`src/rtl/seq_alu.sv`:
```
// Sequential RV32I-style ALU with a valid/ready handshake on both sides.
// Non-shift operations finish in one cycle. Shifts run on an iterative
// shifter that moves up to SHIFT_STEP bit positions per cycle.
module seq_alu #(
   parameter int W          = 32,
   parameter int SHIFT_STEP = 1
) (
   input  logic         iClk,
   input  logic         iRstN,
   input  logic         iValid,
   output logic         oReady,
   input  logic [W-1:0] iDataA,
   input  logic [W-1:0] iDataB,
   input  logic [2:0]   iFunct3,
   input  logic [6:0]   iFunct7,
   output logic         oValid,
   input  logic         iReady,
   output logic [W-1:0] oData,
   output logic         oZero
);

   // LW bits hold any shift amount. CW adds one bit so SHIFT_STEP == W still fits.
   localparam int LW = $clog2(W);
   localparam int CW = LW + 1;

   typedef enum logic [1:0] {IDLE, SHIFT, DONE} StateT;
   typedef enum logic [1:0] {SK_SLL, SK_SRL, SK_SRA} ShiftKindT;

   StateT         state;
   ShiftKindT     shiftKind;
   logic [W-1:0]  workReg;
   logic [CW-1:0] counter;

   logic [LW-1:0] shamt;
   logic          isShift;
   logic          isSub;
   logic [W-1:0]  addOperand;
   logic [W-1:0]  sum;
   logic [W-1:0]  opResult;
   logic [CW-1:0] stepK;
   logic [W-1:0]  shifted;
   logic          unusedFunct7;

   // Only bit 5 of funct7 selects anything. The remaining bits are deliberately dropped.
   assign unusedFunct7 = ^{iFunct7[6], iFunct7[4:0]};

   assign shamt   = iDataB[LW-1:0];
   assign isShift = (iFunct3 == 3'b001) || (iFunct3 == 3'b101);
   assign isSub   = (iFunct3 == 3'b000) && iFunct7[5];

   // A single shared adder serves ADD and SUB.
   // SUB is formed as A + ~B + 1, with the +1 injected as the carry-in.
   assign addOperand = isSub ? ~iDataB : iDataB;
   assign sum        = iDataA + addOperand + {{(W-1){1'b0}}, isSub};

   // One-cycle result for every operation that does not need the iterative shifter.
   // A shift only reaches this path when its shift amount is zero, so it returns A unchanged.
   always_comb begin
      opResult = '0;
      case (iFunct3)
         3'b000:  opResult = sum;
         3'b001:  opResult = iDataA;
         3'b010:  opResult = {{(W-1){1'b0}}, ($signed(iDataA) < $signed(iDataB))};
         3'b011:  opResult = {{(W-1){1'b0}}, (iDataA < iDataB)};
         3'b100:  opResult = iDataA ^ iDataB;
         3'b101:  opResult = iDataA;
         3'b110:  opResult = iDataA | iDataB;
         default: opResult = iDataA & iDataB;
      endcase
   end

   // Per-cycle shift distance is min(SHIFT_STEP, remaining), so the final step never overshoots.
   // For SRA, the MSB of the working register always equals A's sign bit, so an arithmetic shift fills correctly.
   always_comb begin
      stepK   = (counter > CW'(SHIFT_STEP)) ? CW'(SHIFT_STEP) : counter;
      shifted = workReg;
      case (shiftKind)
         SK_SLL:  shifted = workReg << stepK;
         SK_SRL:  shifted = workReg >> stepK;
         SK_SRA:  shifted = $signed(workReg) >>> stepK;
         default: shifted = workReg;
      endcase
   end

   // Control FSM with registered handshake outputs.
   // A result is held in oData/oZero until the consumer takes it.
   always_ff @(posedge iClk or negedge iRstN) begin
      if (!iRstN) begin
         state     <= IDLE;
         shiftKind <= SK_SLL;
         workReg   <= '0;
         counter   <= '0;
         oReady    <= 1'b1;
         oValid    <= 1'b0;
         oData     <= '0;
         oZero     <= 1'b1;
      end else begin
         case (state)
            IDLE: begin
               if (iValid && oReady) begin
                  oReady <= 1'b0;
                  if (isShift && (shamt != '0)) begin
                     workReg <= iDataA;
                     counter <= {1'b0, shamt};
                     if (iFunct3 == 3'b001)
                        shiftKind <= SK_SLL;
                     else if (iFunct7[5])
                        shiftKind <= SK_SRA;
                     else
                        shiftKind <= SK_SRL;
                     state <= SHIFT;
                  end else begin
                     oData  <= opResult;
                     oZero  <= (opResult == '0);
                     oValid <= 1'b1;
                     state  <= DONE;
                  end
               end
            end
            SHIFT: begin
               workReg <= shifted;
               counter <= counter - stepK;
               if (counter == stepK) begin
                  oData  <= shifted;
                  oZero  <= (shifted == '0);
                  oValid <= 1'b1;
                  state  <= DONE;
               end
            end
            DONE: begin
               if (iReady) begin
                  oValid <= 1'b0;
                  oReady <= 1'b1;
                  state  <= IDLE;
               end
            end
            default: begin
               state  <= IDLE;
               oValid <= 1'b0;
               oReady <= 1'b1;
            end
         endcase
      end
   end

endmodule

```
`config.mk`:
```
export PLATFORM = sky130hd
export DESIGN_NAME = seq_alu
export DESIGN_NICKNAME = d
export VERILOG_FILES = /design/src/rtl/seq_alu.sv
export SDC_FILE = /design/constraint.sdc
export NUM_CORES = 1
export LEC_CHECK = 0
export CAP_MARGIN = 20
export CORE_MARGIN = 4
export CORE_UTILIZATION = 55
export DETAILED_ROUTE_END_ITERATION = 7
export PLACE_DENSITY = 0.82
export SYNTH_ARGS = -nofsm -noshare
export SYNTH_HDL_FRONTEND = slang
export SYNTH_SLANG_ARGS = --single-unit
```
`constraint.sdc`:
```
create_clock -name iClk -period 5.45 [get_ports iClk]
set_clock_uncertainty 0.1 [all_clocks]
set_input_delay 1.09 -clock iClk [delete_from_list [all_inputs] [get_ports iClk]]
set_output_delay 1.09 -clock iClk [all_outputs]
set_load 0.02 [all_outputs]
```
==> impl_metrics.xml <==
<?xml version="1.0" encoding="UTF-8"?>
<metrics>
  <group name="logic_synthesis">
    <metric name="synth_top_area_share" unit="%">18.6</metric>
    <metric name="postSynthCellCount" unit="">1389</metric>
    <metric name="synth.largest_area_cell" unit="">dfrtp_1</metric>
    <metric name="synth.yosys.warnings" unit="">0</metric>
    <metric name="synth_cell_types" unit="">79</metric>
    <metric name="synth-seq-area-share" unit="%">19.1</metric>
    <metric name="synth-seq-cells" unit="">77</metric>
    <metric name="postSynth.asyncResetShare" unit="%">100</metric>
    <metric name="synth.cell_area" unit="um2">10100</metric>
    <metric name="ys_dominant_reg_cell" unit="">dfrtp_1</metric>
    <metric name="synth_enable_flop_cells" unit="">0</metric>
    <metric name="synth_fp_nets" unit="">1603</metric>
    <metric name="postSynthAreaPerCell" unit="um2">7.28</metric>
    <metric name="synthTopCellsByArea" unit="">dfrtp_1 (19%), ha_1 (17%), o21ai_0 (10%), nand2_1 (6.7%), a21oi_1 (6.0%)</metric>
  </group>
  <group name="place">
    <metric name="placement.io_buffers" unit="">106</metric>
    <metric name="dpl_worst_slack" unit="ps">-641</metric>
    <metric name="gp_congestion" unit="">0.973</metric>
    <metric name="detailed_place_hpwl" unit="um">28800</metric>
    <metric name="placed_cells" unit="">1886</metric>
  </group>
  <group name="layout">
    <metric name="nNetsFinal" unit="">1893</metric>
    <metric name="final.fill_count" unit="">1377</metric>
    <metric name="antenna-diode-count" unit="">0</metric>
    <metric name="mostFrequentLayoutCells" unit="">buf_4 (254), o21ai_0 (200), nand2_1 (181)</metric>
    <metric name="post_route_cells_drive_above_1_share" unit="%">20.2</metric>
    <metric name="mostFrequentLayoutCell" unit="">buf_4</metric>
    <metric name="layout-area-overhead-vs-synth" unit="%">35.0</metric>
    <metric name="layout.core_utilization" unit="%">75.7</metric>
    <metric name="final-instance-count-excl-fill" unit="">1913</metric>
  </group>
  <group name="clock_network">
    <metric name="htree_levels" unit="">3</metric>
    <metric name="clock_sinks" unit="">77</metric>
    <metric name="cts_hold_buffers" unit="">0</metric>
    <metric name="cts.path.max_buffers" unit="">2</metric>
    <metric name="cts.reportedPaths.clkPinSlew" unit="ps">60</metric>
    <metric name="cts_inserted_buffers" unit="">9</metric>
    <metric name="clk-insertion-delay-late" unit="ps">340</metric>
    <metric name="cts.root.buffer_cell" unit="">clkbuf_16</metric>
    <metric name="tritoncts" unit="">built</metric>
  </group>
  <group name="power_and_ir_drop">
    <metric name="total_power" unit="mW">4.24</metric>
    <metric name="leakage" unit="nW">6.27</metric>
    <metric name="vdd.ir_drop.worst" unit="V">0.000402</metric>
    <metric name="pwr_density_cell" unit="nW/um2">311</metric>
  </group>
  <group name="critical_path">
    <metric name="critical_path.endpoint_type" unit="">register</metric>
    <metric name="critical_path.most_common_cell" unit="">or4_4</metric>
    <metric name="critPathKind" unit="">input port to register</metric>
    <metric name="register_to_register_setup_slack" unit="ps">750</metric>
    <metric name="crit_path_start" unit="">iDataB[28]</metric>
    <metric name="crit_path_cell_trace" unit="">clkdlybuf4s50_1 &gt; inv_1 &gt; ha_1 &gt; nor4_1 &gt; buf_4 &gt; nand3_1 &gt; or4b_2 &gt; o211ai_1 &gt; mux2_2 &gt; or4_4 &gt; or4_4 &gt; or4_4 &gt; o41ai_2</metric>
    <metric name="cp_slowest_cell" unit="">or4b_2</metric>
    <metric name="cp-endpoint" unit="">oZero</metric>
    <metric name="depth_of_the_worst_register_to_register_path" unit="">15</metric>
    <metric name="startpoint_class_of_the_critical_path" unit="">input port</metric>
    <metric name="r2r_start" unit="">counter[4]</metric>
    <metric name="highest_fanout_seen_on_the_critical_path" unit="">2</metric>
    <metric name="reg2reg_to" unit="">oZero</metric>
    <metric name="peak_per_stage_delay_on_the_critical_path" unit="ps">630</metric>
    <metric name="worstPathRequired" unit="ps">5590</metric>
    <metric name="cp_data_arrival_time" unit="ps">5590</metric>
  </group>
  <group name="sta">
    <metric name="final_critical_path_setup_slack" unit="ps">8.36</metric>
    <metric name="setup_violations" unit="">0</metric>
    <metric name="finalMaxSlewViolations" unit="">0</metric>
    <metric name="hold_viol" unit="">0</metric>
    <metric name="max_slew.worst_pin.slew" unit="ps">977</metric>
    <metric name="rsz0062_at_grt" unit="">true</metric>
    <metric name="timing.fmax" unit="MHz">184</metric>
    <metric name="finalCriticalPeriod" unit="ps">5440</metric>
    <metric name="max-slew-margin-rel" unit="%">34.9</metric>
    <metric name="min_period_over_period" unit="%">99.8</metric>
  </group>
  <group name="drt">
    <metric name="routed_via_density" unit="">6.33</metric>
    <metric name="drt-wirelength-per-cell" unit="um">20.2</metric>
    <metric name="dr_total_vias" unit="">12101</metric>
    <metric name="drc_errors" unit="">0</metric>
    <metric name="detailedRoute.firstIterationViolations" unit="">1422</metric>
    <metric name="drt_wl_total" unit="um">38700</metric>
    <metric name="ant_nets" unit="">0</metric>
    <metric name="drt_pass_1_iters" unit="">6</metric>
  </group>
  <group name="grt">
    <metric name="grt_pass1_wl" unit="um">59200</metric>
    <metric name="number_of_global_route_vias_before_repair" unit="">11249</metric>
    <metric name="overall_overflow_remaining_after_global_route" unit="">0</metric>
    <metric name="grt_antenna_before_repair" unit="">0</metric>
    <metric name="grtUsageTotal" unit="%">36.3</metric>
    <metric name="grt_max_degree" unit="">78</metric>
  </group>
  <group name="die">
    <metric name="floorplan.core_area" unit="um2">18000</metric>
    <metric name="die_height" unit="um">144</metric>
    <metric name="die_width" unit="um">144</metric>
    <metric name="num_io_pins" unit="">113</metric>
    <metric name="rows" unit="">49</metric>
    <metric name="floorplan.initialDensity" unit="%">56.1</metric>
    <metric name="die_area" unit="um2">20600</metric>
  </group>
  <group name="hold_path">
    <metric name="holdCritPathClass" unit="">register to register</metric>
    <metric name="holdPathStages" unit="">2</metric>
  </group>
  <group name="status">
    <metric name="outcome" unit="">completed</metric>
  </group>
  <group name="run">
    <metric name="number_of_max_capacitance_violations_reported" unit="">0</metric>
  </group>
</metrics>
-- cell usage after synthesis, drive strengths merged, types with 6 or more instances --
library cell	instances
o31ai	10
nor2	84
inv	97
a21o	9
nor3	21
nand3	17
o21a	7
xnor2	42
mux2i	33
o211ai	10
a221oi	7
ha	135
a31oi	11
a22o	30
buf	10
a21oi	123
nor4	9
a21boi	9
nand2b	6
nor2b	15
or4	9
xor2	8
a2bb2oi	7
o21ai	212
and2	7
nand2	181
clkbuf	74
dfrtp	75
a22oi	13
nand4	21
o22ai	14
-- metal layers --
metal  up-vias  share of wire, %  track usage (%)
met5         -                 0                0
met3       115                11             5.92
met4         0               4.1             14.9
li1       5565                 -                -
met2       748                44             55.8
met1      5673                41             50.8
-- report_power, final --
part           switching (mW)  total (mW)  internal [mW]
clock network           0.232       0.691          0.459
registers               0.323        1.14          0.815
logic                    1.34        2.41           1.07
total                    1.90        4.24           2.35
-- worst min-delay path by stage --
stage	startpoint	to	slack (ps)
5_1_grt	oData[2]	oData[2]	410
3_3_place_gp	oData[2]	oData[2]	360
2_1_floorplan	counter[5]	counter[5]	350
3_5_place_dp	oData[2]	oData[2]	370
4_1_cts	oData[16]	oData[16]	380
6_report	oData[11]	oData[11]	370
-- logic make-up (layout without fill, tap and decap cells) --
kind of cell,Yosys count,in the layout,share of synthesized area [%]
AO/OA/AOI/OAI,511,511,30.9
flip-flops,77,77,19.1
XOR/XNOR,50,50,4.33
AND/OR/NAND/NOR,396,396,18.1
buffers and inverters,181,476,6.76
multiplexers,38,38,3.94
adder cells (fa/ha/maj),136,136,16.9
-- timing repair --
action,CTS,global route
cloned,0,1
setup endpoints to repair,1,1
pin swaps,24,17
resized for setup,39,27
buffers inserted,8,2
-- state kept, by name, indices dropped and copies added (netlist names) --
| register | count |
|---|---|
| shiftKind | 2 |
| state | 2 |
| workReg | 32 |
| oReady | 1 |
| oData | 32 |
| oZero | 1 |
| counter | 6 |
| oValid | 1 |
-- stage by stage --
step,hold WS (ps),area (um2),setup TNS [ps]
final,375,13600,0
after global routing,407,13600,-136
after CTS,382,13500,0
after detailed placement,368,13000,-641
after global placement,356,13000,-584
after floorplan,351,10100,0
-- critical path, delay by kind of cell --
kind	cells	cell delay, ps
fa+ha+maj	1	300
simple gates	6	2600
buf+inv	3	750
mux	1	380
compound gates	2	450
-- layout make-up --
cell class              instances  area [um2]  area share [%]
well taps                     229         287            2.10
repair buffers                363        3000            22.0
multi-input cells            1131        7710            56.5
clock buffers                  12         246            1.81
inverters                      97         364            2.67
clock inverters                 4        95.1           0.697
flip-flops and latches         77        1930            14.2
No activity file was read; power rests on OpenSTA's default activity.
